===== config.mk =====
export PLATFORM = sky130hd
export DESIGN_NAME = dpu_feeder
export DESIGN_NICKNAME = d
export VERILOG_FILES = /design/src/rtl/dpu_pkg.sv /design/src/rtl/dpu_beat_reg.sv /design/src/rtl/dpu_feeder.sv
export SDC_FILE = /design/constraint.sdc
export NUM_CORES = 1
export LEC_CHECK = 0
export ABC_AREA = 0
export BUFFER_PORTS_ARGS = -buffer_cell sky130_fd_sc_hd__buf_2
export CAP_MARGIN = 20
export CORE_AREA = 2 2 210 212
export DETAILED_ROUTE_END_ITERATION = 16
export DIE_AREA = 0 0 212 214
export MAX_ROUTING_LAYER = met4
export PLACE_DENSITY = 0.53
export SLEW_MARGIN = 20
export SYNTH_ARGS = -nofsm -noshare
export SYNTH_HDL_FRONTEND = slang
export SYNTH_SLANG_ARGS = --single-unit

===== constraint.sdc =====
create_clock -name clk -period 1.6 [get_ports clk]
set_clock_uncertainty 0.05 [all_clocks]
set_input_delay 0.08 -clock clk [delete_from_list [all_inputs] [get_ports clk]]
set_output_delay 0.08 -clock clk [all_outputs]
set_load 0.1 [all_outputs]

===== src/rtl/dpu_pkg.sv =====
// dpu_pkg: shared definitions for the dot-product-unit feeder.
// Holds the sequencer state encoding, default geometry and watchdog limit.
package dpu_pkg;

   localparam int DPU_DEF_WIDTH     = 16;
   localparam int DPU_DEF_NUM_UNITS = 4;
   localparam int DPU_DEF_MAX_LEN   = 8;

   // Cycles without DPU progress before the optional watchdog aborts a command
   localparam logic [15:0] DPU_TIMEOUT_LIMIT = 16'd1024;

   typedef enum logic [2:0] {
      ST_IDLE     = 3'd0,
      ST_START    = 3'd1,
      ST_FEED     = 3'd2,
      ST_WAIT_RES = 3'd3,
      ST_OUTPUT   = 3'd4
   } dpu_state_e;

endpackage


===== src/rtl/dpu_beat_reg.sv =====
// dpu_beat_reg: single-entry holding register for one operand beat.
// Accepts only while enabled and empty; the entry is dropped on pop or flush,
// and the data bus reads zero whenever nothing is held.
module dpu_beat_reg
   import dpu_pkg::*;
#(
   parameter int W = 128
) (
   input  logic         clk,
   input  logic         reset,
   input  logic         enable,
   input  logic         flush,
   input  logic         in_valid,
   output logic         in_ready,
   input  logic [W-1:0] in_data,
   input  logic         out_pop,
   output logic [W-1:0] out_data
);

   logic         valid_q, valid_d;
   logic [W-1:0] data_q, data_d;

   assign in_ready = enable & ~valid_q;
   assign out_data = data_q;

   // Next-entry logic: flush wins, then load, then pop
   always_comb begin
      valid_d = valid_q;
      data_d  = data_q;
      if (flush) begin
         valid_d = 1'b0;
         data_d  = '0;
      end else if (in_valid && in_ready) begin
         valid_d = 1'b1;
         data_d  = in_data;
      end else if (out_pop) begin
         valid_d = 1'b0;
         data_d  = '0;
      end else begin
         valid_d = valid_q;
         data_d  = data_q;
      end
   end

   // Entry storage, cleared asynchronously by reset
   always_ff @(posedge clk or negedge reset) begin
      if (!reset) begin
         valid_q <= 1'b0;
         data_q  <= '0;
      end else begin
         valid_q <= valid_d;
         data_q  <= data_d;
      end
   end

endmodule


===== src/rtl/dpu_feeder.sv =====
// dpu_feeder: sequences one command through a lane-parallel dot-product unit:
// latch command, pulse start, feed operand beats one at a time, capture the
// relu result and hand it out on a valid/ready port.
// Optional watchdog compiled in with `define DPU_FEEDER_TIMEOUT_EN.
module dpu_feeder
   import dpu_pkg::*;
#(
   parameter int  WIDTH     = DPU_DEF_WIDTH,
   parameter int  NUM_UNITS = DPU_DEF_NUM_UNITS,
   parameter int  MAX_LEN   = DPU_DEF_MAX_LEN,
   localparam int LEN_W     = $clog2(MAX_LEN) + 1
) (
   input  logic                           clk,
   input  logic                           reset,
   input  logic                           cmd_valid,
   output logic                           cmd_ready,
   input  logic [LEN_W-1:0]               cmd_length,
   input  logic [NUM_UNITS-1:0]           cmd_active_units,
   input  logic [NUM_UNITS-1:0][WIDTH-1:0] cmd_bias,
   input  logic                           op_valid,
   output logic                           op_ready,
   input  logic [NUM_UNITS-1:0][WIDTH-1:0] op_a,
   input  logic [NUM_UNITS-1:0][WIDTH-1:0] op_b,
   output logic                           dpu_start,
   output logic [NUM_UNITS-1:0]           dpu_active_units,
   output logic [LEN_W-1:0]               dpu_length,
   output logic [NUM_UNITS-1:0][WIDTH-1:0] dpu_a_array,
   output logic [NUM_UNITS-1:0][WIDTH-1:0] dpu_b_array,
   output logic [NUM_UNITS-1:0][WIDTH-1:0] dpu_bias_array,
   input  logic                           dpu_array_done,
   input  logic                           dpu_data_ready,
   input  logic [NUM_UNITS-1:0][WIDTH-1:0] dpu_relu_out,
   output logic                           res_valid,
   input  logic                           res_ready,
   output logic [NUM_UNITS-1:0][WIDTH-1:0] res_data,
   output logic                           cmd_err,
   output logic                           busy
);

   localparam int LANE_W = NUM_UNITS * WIDTH;

   dpu_state_e                     state_q, state_d;
   logic [LEN_W-1:0]               len_q, len_d, cnt_q, cnt_d;
   logic [NUM_UNITS-1:0]           act_q, act_d;
   logic [NUM_UNITS-1:0][WIDTH-1:0] bias_q, bias_d, res_q, res_d;
   logic                           cmd_ready_q, cmd_ready_d;
   logic                           cmd_err_q, cmd_err_d;
   logic                           start_q, start_d;
   logic                           res_valid_q, res_valid_d;
   logic                           busy_q, busy_d;

   logic [NUM_UNITS-1:0][WIDTH-1:0] a_mask_s, b_mask_s, relu_mask_s;
   logic                           cmd_bad_s, timeout_s, feeding_s;
   logic [2*LANE_W-1:0]            beat_out_s;

   assign cmd_ready        = cmd_ready_q;
   assign cmd_err          = cmd_err_q;
   assign dpu_start        = start_q;
   assign res_valid        = res_valid_q;
   assign busy             = busy_q;
   assign dpu_length       = len_q;
   assign dpu_active_units = act_q;
   assign dpu_bias_array   = bias_q;
   assign res_data         = res_q;
   assign dpu_a_array      = beat_out_s[2*LANE_W-1:LANE_W];
   assign dpu_b_array      = beat_out_s[LANE_W-1:0];
   assign feeding_s        = (state_q == ST_FEED);

   // Zero the lanes of the latched command that are switched off
   always_comb begin
      a_mask_s    = '0;
      b_mask_s    = '0;
      relu_mask_s = '0;
      for (int i = 0; i < NUM_UNITS; i++) begin
         if (act_q[i]) begin
            a_mask_s[i]    = op_a[i];
            b_mask_s[i]    = op_b[i];
            relu_mask_s[i] = dpu_relu_out[i];
         end else begin
            a_mask_s[i]    = '0;
            b_mask_s[i]    = '0;
            relu_mask_s[i] = '0;
         end
      end
   end

   dpu_beat_reg #(.W(2*LANE_W)) u_beat (
      .clk      (clk),
      .reset    (reset),
      .enable   (feeding_s),
      .flush    (~feeding_s | timeout_s),
      .in_valid (op_valid),
      .in_ready (op_ready),
      .in_data  ({a_mask_s, b_mask_s}),
      .out_pop  (feeding_s & dpu_array_done),
      .out_data (beat_out_s)
   );

`ifdef DPU_FEEDER_TIMEOUT_EN
   logic [15:0] wd_q, wd_d;

   // Watchdog: count stalled cycles while waiting on the DPU
   always_comb begin
      wd_d      = '0;
      timeout_s = 1'b0;
      if ((feeding_s && !dpu_array_done) ||
          ((state_q == ST_WAIT_RES) && !dpu_data_ready)) begin
         wd_d = wd_q + 16'd1;
         if (wd_d == DPU_TIMEOUT_LIMIT) begin
            timeout_s = 1'b1;
            wd_d      = '0;
         end else begin
            timeout_s = 1'b0;
         end
      end else begin
         wd_d = '0;
      end
   end

   // Watchdog counter register
   always_ff @(posedge clk or negedge reset) begin
      if (!reset) begin
         wd_q <= '0;
      end else begin
         wd_q <= wd_d;
      end
   end
`else
   assign timeout_s = 1'b0;
`endif

   // Sequencer next state, command latching and registered output decode
   always_comb begin
      state_d   = state_q;
      len_d     = len_q;
      act_d     = act_q;
      bias_d    = bias_q;
      cnt_d     = cnt_q;
      res_d     = res_q;
      cmd_err_d = 1'b0;
      cmd_bad_s = (cmd_length == '0) || (cmd_length > LEN_W'(MAX_LEN)) ||
                  (cmd_active_units == '0);
      case (state_q)
         ST_IDLE: begin
            if (cmd_valid && cmd_ready_q) begin
               if (cmd_bad_s) begin
                  cmd_err_d = 1'b1;
               end else begin
                  len_d   = cmd_length;
                  act_d   = cmd_active_units;
                  bias_d  = cmd_bias;
                  cnt_d   = '0;
                  state_d = ST_START;
               end
            end else begin
               state_d = ST_IDLE;
            end
         end
         ST_START: begin
            state_d = ST_FEED;
         end
         ST_FEED: begin
            if (dpu_array_done) begin
               if ((cnt_q + LEN_W'(1)) == len_q) begin
                  cnt_d   = '0;
                  state_d = ST_WAIT_RES;
               end else begin
                  cnt_d = cnt_q + LEN_W'(1);
               end
            end else begin
               cnt_d = cnt_q;
            end
         end
         ST_WAIT_RES: begin
            if (dpu_data_ready) begin
               res_d   = relu_mask_s;
               state_d = ST_OUTPUT;
            end else begin
               state_d = ST_WAIT_RES;
            end
         end
         ST_OUTPUT: begin
            if (res_ready) begin
               len_d   = '0;
               act_d   = '0;
               bias_d  = '0;
               state_d = ST_IDLE;
            end else begin
               state_d = ST_OUTPUT;
            end
         end
         default: begin
            state_d = ST_IDLE;
         end
      endcase
      if (timeout_s) begin
         cmd_err_d = 1'b1;
         len_d     = '0;
         act_d     = '0;
         bias_d    = '0;
         cnt_d     = '0;
         state_d   = ST_IDLE;
      end else begin
         cmd_err_d = cmd_err_d;
      end
      cmd_ready_d = (state_d == ST_IDLE);
      start_d     = (state_d == ST_START);
      res_valid_d = (state_d == ST_OUTPUT);
      busy_d      = (state_d != ST_IDLE);
   end

   // State and output registers, all cleared asynchronously by reset
   always_ff @(posedge clk or negedge reset) begin
      if (!reset) begin
         state_q     <= ST_IDLE;
         len_q       <= '0;
         act_q       <= '0;
         bias_q      <= '0;
         cnt_q       <= '0;
         res_q       <= '0;
         cmd_ready_q <= 1'b0;
         cmd_err_q   <= 1'b0;
         start_q     <= 1'b0;
         res_valid_q <= 1'b0;
         busy_q      <= 1'b0;
      end else begin
         state_q     <= state_d;
         len_q       <= len_d;
         act_q       <= act_d;
         bias_q      <= bias_d;
         cnt_q       <= cnt_d;
         res_q       <= res_d;
         cmd_ready_q <= cmd_ready_d;
         cmd_err_q   <= cmd_err_d;
         start_q     <= start_d;
         res_valid_q <= res_valid_d;
         busy_q      <= busy_d;
      end
   end

endmodule


==> results of run 1 <==
## sequential cells by signal, indices dropped and copies added (netlist names)
register and cells:
cmd_err 1, state_q 3, dpu_length 4, res_data 64, dpu_start 1, dpu_bias_array 64
cnt_q 4, cmd_ready 1, u_beat.out_data 128, busy 1, u_beat.valid_q 1, dpu_active_units 4
res_valid 1
## cells in the mapped netlist, types with 2 or more instances
cell type,number
nor3_1,5
buf_2,11
nor4_2,2
nand2_1,281
a22o_1,128
nand2b_1,2
nor2_1,4
buf_6,20
o21ai_0,80
dfrtp_1,277
xnor2_1,3
and2_1,4
clkbuf_2,2
buf_4,14
o21ai_1,63
clkbuf_1,29
nor2_2,2
## cell usage in the layout, fill, tap and decap left out, drive strengths merged, types with 2 or more instances in the layout
cell type / netlist / final
dfrtp: 277 / 277
dlygate4sd3: 0 / 268
clkinv: 0 / 5
diode: 0 / 13
a22o: 128 / 128
nor3: 6 / 6
nor3b: 2 / 2
nor2: 6 / 6
nor4: 2 / 2
nand2b: 2 / 2
or2: 2 / 2
and2: 5 / 5
buf: 45 / 615
clkinvlp: 0 / 3
inv: 1 / 2
clkbuf: 31 / 59
o21ai: 143 / 143
xnor2: 3 / 3
nand2: 282 / 282
## logic make-up (layout without fill, tap and decap cells)
family          Yosys count  in the layout  share of synthesized area (%)
compound gates          279            279                           17.9
other cells               0             13                              0
buf+inv                  77            953                           4.75
fa+ha+maj                 1              1                          0.117
simple gates            312            312                           11.9
flops                   277            277                           64.8
xor+xnor                  5              5                          0.550
## how the worst max path moves through the flow
stage	endpoint	cells past startpoint	startpoint	slack, ns
after detailed placement	u_beat.out_data[66]	5	state_q[0]	-0.28
after global routing	cnt_q[2]	6	state_q[0]	-0.19
after CTS	op_ready	5	state_q[2]	-0.16
after global placement	u_beat.out_data[126]	5	state_q[0]	-0.28
final	u_beat.out_data[108]	7	state_q[0]	-0.10
after floorplan	dpu_bias_array[16]	6	cmd_ready	-0.12
## metal layers
layer | vias to the layer above | track usage [%] | part of all wire [%]
met5 | - | - | 0
met4 | 0 | 8.36 | 3.6
met3 | 69 | 4.66 | 7.2
met2 | 429 | 30.4 | 49
met1 | 5014 | 21.2 | 40
li1 | 4998 | - | -
## power by group through the flow
stage	Combinational [W]	Sequential [W]	Clock [W]
floorplan	0.00359	0.0212	0
global placement	0.0191	0.00979	0
detailed placement	0.0192	0.00980	0
CTS	0.0201	0.00975	0.00784
global route	0.0215	0.00998	0.00811
finish	0.0206	0.00978	0.00756
## stage by stage
step | utilization [%] | total power (W) | area (um^2) | TNS, ns
detailed placement | 33.7 | 0.0290 | 14500 | -37.53
floorplan | - | 0.0248 | 10700 | -12.97
global route | 43.7 | 0.0396 | 18700 | -29.92
CTS | 42.8 | 0.0377 | 18400 | -12.92
finish | 43.7 | 0.0379 | 18700 | -13.09
global placement | 33.7 | 0.0289 | 14500 | -38.55
## what timing repair did
action / 4_1_cts / 5_1_grt
pin swaps: 43 / 11
setup buffers: 3 / 6
cloned: 2 / 9
resized for setup: 19 / 19
endpoints found under the setup margin: 206 / 210
hold buffers: 268 / 0
endpoints found under the hold margin: 548 / 0
## area by class of cell
class | count | area, um^2
Clock buffer | 50 | 995
Timing Repair Buffer | 892 | 6570
Sequential cell | 277 | 6950
Multi-Input combinational cell | 597 | 3360
Antenna cell | 13 | 32.5
Clock inverter | 10 | 90.1
Inverter | 1 | 3.75
Tap cell | 585 | 732
Fill cell | 3980 | 24200
## worst max-delay path, cell delays in order, from the launching register on
cell and delay, ns:
dfrtp_1 0.39, nor2_2 0.16, nand2_4 0.10, nor3b_4 0.25, buf_6 0.15, and2_4 0.22
buf_12 0.17, a22o_1 0.15
==> results.toml, run 1 <==
[power_and_ir_drop]
share_clk_of_total_power_pct = 19.9
switching_power_summed_over_all_nets_w = 0.0203
power.density_nw_per_um2 = 2020
share_comb_of_total_power_pct = 54.3
p_leak_nw = 9.86
sw_frac_of_total_pct = 53.5
power_frac_seq_pct = 25.8
p_int_w = 0.0176
worst_ir_drop_vdd_v = 0.00181

[worst_setup_path]
path_class = "register to register"
worst_setup_path_end_kind = "register"
r2r_end = "u_beat.out_data[108]"
worstSetupStartpointType = "register"
required_ns = 2.01
worst-r2r-setup-slack_ns = -0.10
r2r.worst_path.cells = 7
r2r-start = "state_q[0]"
cp_data_arrival_time_ns = 2.11
maximum_fanout_along_the_worst_path = 16

[route]
router_iterations_before_antenna_repair = 5
detail_route.iter0.violations = 562
number_of_vias_per_cell = 4.33
antenna_left = 0
number_of_vias_after_detailed_routing = 10500
wirelength_um = 43100
detail_route.wl_per_cell_um = 17.8
drc_errors = 0

[cts]
clock_sinks = 277
cts_tree = "built"
clk_pin_slew_worst_paths_ns = 0.05
insertion_delay_ns = 0.52
number_of_buffers_on_the_longest_clock_path = 3
clk_root_buffer_cell = "clkbuf_16"
cts_buffers = 36
htree_num_levels = 2

[sta]
setup_viol = 196
fmax_ghz = 0.587
fin_crit_sh_pct = 106
final_hold_viol_count = 0
rsz0062_at_grt = "yes"
final.hold.worst_slack_ns = 0.0403
tightest_slew_ns = 0.567
max-slew-margin-rel_pct = 62.4
min_period_ns = 1.70
report.final.slew_viol_count = 0
finalWorstSetupSlack_ns = -0.104

[yosys]
yosys_most_used_dff = "dfrtp_1"
synth-edff-count = 0
synth_top_area_share_pct = 64.8
netlist.top_cell.by_area = "dfrtp_1"
share_of_flip_flops_with_an_asynchronous_set_or_reset_pct = 100
syn-num-nets = 1223
synth.area.top_cells = "dfrtp_1, a22o_1, nand2_1"
yosysUniqueCellTypes = 41
synthCells = 951
post_synth.cell_area_avg_um2 = 11.3
ys_seq_elements = 277
ys_seq_area_share_pct = 64.8
netlist_area_um2 = 10700
synth.yosys.warnings = 0

[worst_hold_path]
kind_of_path_behind_the_tightest_hold_check = "input port to asynchronous set/reset pin"

[global_route]
grt_overflow_total = 0
number_of_global_route_vias_before_repair = 11100
global_route.usage.total_pct = 18.5
maximum_number_of_pins_on_one_net_before_global_route_repair = 67
grt_antenna_before_repair = 11
grt_pass1_wl_um = 62900

[final_layout]
final_net_count = 2077
fin_cells = 2425
area_growth_syn_to_layout_pct = 75.1
drive_gt1_share_pct = 38.9

[floorplanning]
floorplan.io_pins = 541
row_count = 76
dieArea_um2 = 45400
core_um2 = 42900
fp.dieW_um = 212
initial_utilization_pct = 24.9
die_y_um = 214

[place]
gpl.final_weighted_congestion = 0.809
hpwl_um = 29200
place_worst_setup_slack_ns = -0.284
placedCellCount = 2065
io_buffers = 540

[run_status]
status = "finished with violations"
violations = "setup timing"

[run]
max-cap-violations = 0
No activity file was read; power rests on OpenSTA's default activity.
==> run 2: changes to the inputs <==
Settings changed: GPL_ROUTABILITY_DRIVEN from default to 0, RECOVER_POWER from default to 50.
==> results.toml, run 2 (same netlist as run 1, synthesis figures left out) <==
[sta]
final.hold.worst_slack_ns = 0.178
max-slew-margin-rel_pct = 6.39
fin_crit_sh_pct = 107
tightest_slew_ns = 1.40
rsz0062_at_grt = "yes"
fmax_ghz = 0.587
setup_viol = 196
min_period_ns = 1.70
final_hold_viol_count = 0
finalWorstSetupSlack_ns = -0.105
totalNegativeSetupSlack_ns = -13.24
report.final.slew_viol_count = 0

[power_and_ir_drop]
worst_ir_drop_vdd_v = 0.00181
switching_power_summed_over_all_nets_w = 0.0203
sw_frac_of_total_pct = 53.5
power_frac_seq_pct = 25.8
share_comb_of_total_power_pct = 54.3
share_clk_of_total_power_pct = 19.9
p_int_w = 0.0176
p_leak_nw = 9.85
power.density_nw_per_um2 = 2030

[cts]
cts_tree = "built"
clk_pin_slew_worst_paths_ns = 0.06
insertion_delay_ns = 0.52
number_of_buffers_on_the_longest_clock_path = 3
htree_num_levels = 2
cts_buffers = 36
clk_root_buffer_cell = "clkbuf_16"
clock_sinks = 277

[place]
hpwl_um = 29200
place_worst_setup_slack_ns = -0.284
placement.cell_area_um2 = 14500
io_buffers = 540
placedCellCount = 2065

[worst_setup_path]
crit_chain = "nor2_2 -> nand2_4 -> nor3b_4 -> buf_6 -> and2_4 -> buf_12 -> a22o_1"
worst-r2r-setup-slack_ns = -0.10
r2r_end = "u_beat.out_data[105]"
path_class = "register to register"
worst_setup_path_end_kind = "register"
cp_slowest_stage_delay_ns = 0.39
setup.worst_path.start = "state_q[0]"
worstSetupStartpointType = "register"
cpMaxStageDelayCell = "dfrtp_1"
r2r.worst_path.cells = 7
cp_data_arrival_time_ns = 2.11
maximum_fanout_along_the_worst_path = 16
r2r-start = "state_q[0]"
required_ns = 2.01

[route]
router_iterations_before_antenna_repair = 6
detail_route.iter0.violations = 568
number_of_vias_per_cell = 4.34
detail_route.wl_per_cell_um = 17.8
number_of_vias_after_detailed_routing = 10500
antenna_left = 0
drc_errors = 0
wirelength_um = 43100

[final_layout]
final_net_count = 2077
fin_cells = 2425
mostFrequentLayoutCell = "buf_2"
finish.instance_area_um2 = 18700
mostFrequentLayoutCells = "buf_2, nand2_1, dfrtp_1, dlygate4sd3_1, a22o_1"
area_growth_syn_to_layout_pct = 74.9
largest_register_ffs = 128
drive_gt1_share_pct = 38.9

[floorplanning]
floorplan.io_pins = 541
die_y_um = 214
initial_utilization_pct = 24.9
fp.dieW_um = 212
core_um2 = 42900
row_count = 76
dieArea_um2 = 45400

[global_route]
groute.layer.met2.usage_pct = 30.4
maximum_number_of_pins_on_one_net_before_global_route_repair = 67
grt_overflow_total = 0
grtUsageMet1_pct = 21.2
grt_pass1_wl_um = 62900
global_route.usage.total_pct = 18.5
number_of_global_route_vias_before_repair = 11100
busiest_layer = "met2"
grt_use_met3_pct = 4.66
grt_antenna_before_repair = 11

[worst_hold_path]
worstHoldEndpoint = "u_beat.valid_q"
kind_of_path_behind_the_tightest_hold_check = "input port to register"
holdPathStages = 5
timing.hold.worst.start = "op_valid"

[run_status]
violations = "setup timing"
status = "finished with violations"

[run]
max-cap-violations = 0
run 2: timing repair:
action                     4_1_cts  5_1_grt
hold endpoints to repair       548        0
setup endpoints to repair      206      210
pin swaps                       43       11
hold buffers                   268        0
gates resized for setup         19       19
setup buffers                    3        6
cloned                           2        9
run 2: metrics by stage:
step                      power [W]  utilization, %
after floorplan              0.0248               -
after global placement       0.0289            33.7
after detailed placement     0.0290            33.7
after CTS                    0.0377            42.8
after global routing         0.0396            43.6
final                        0.0379            43.6
run 2: layer usage:
metal,part of all wire [%],vias up
met4,3.6,0
met2,49,439
li1,-,4994
met5,0,-
met3,7.3,70
met1,40,5029
run 2: worst max-delay path, delay by kind of cell, from the launching register on:
family,cells,cell delay [ns]
AO/OA/AOI/OAI,1,0.15
buffers and inverters,2,0.32
flip-flops,1,0.39
AND/OR/NAND/NOR,4,0.73
run 2: area by class of cell:
cell class                      count  area, um^2
Multi-Input combinational cell    597        3360
Timing Repair Buffer              892        6550
Fill cell                        3983       24200
Clock inverter                     10        90.1
Sequential cell                   277        6950
Tap cell                          585         732
Antenna cell                       13        32.5
Inverter                            1        3.75
Clock buffer                       50         995
run 2: worst max path at each step:
| stage | endpoint | slack [ns] | cells past startpoint |
|---|---|---|---|
| finish | u_beat.out_data[105] | -0.10 | 7 |
| global route | cnt_q[2] | -0.19 | 6 |
| CTS | op_ready | -0.16 | 5 |
| detailed placement | u_beat.out_data[66] | -0.28 | 5 |
| global placement | u_beat.out_data[126] | -0.28 | 5 |
| floorplan | dpu_bias_array[16] | -0.12 | 6 |
run 2: power groups by stage:
stage	clock network (W)	registers, W	logic (W)
after CTS	0.00784	0.00975	0.0201
final	0.00756	0.00978	0.0206
after detailed placement	0	0.00980	0.0192
after global placement	0	0.00979	0.0191
after floorplan	0	0.0212	0.00359
after global routing	0.00811	0.00998	0.0215
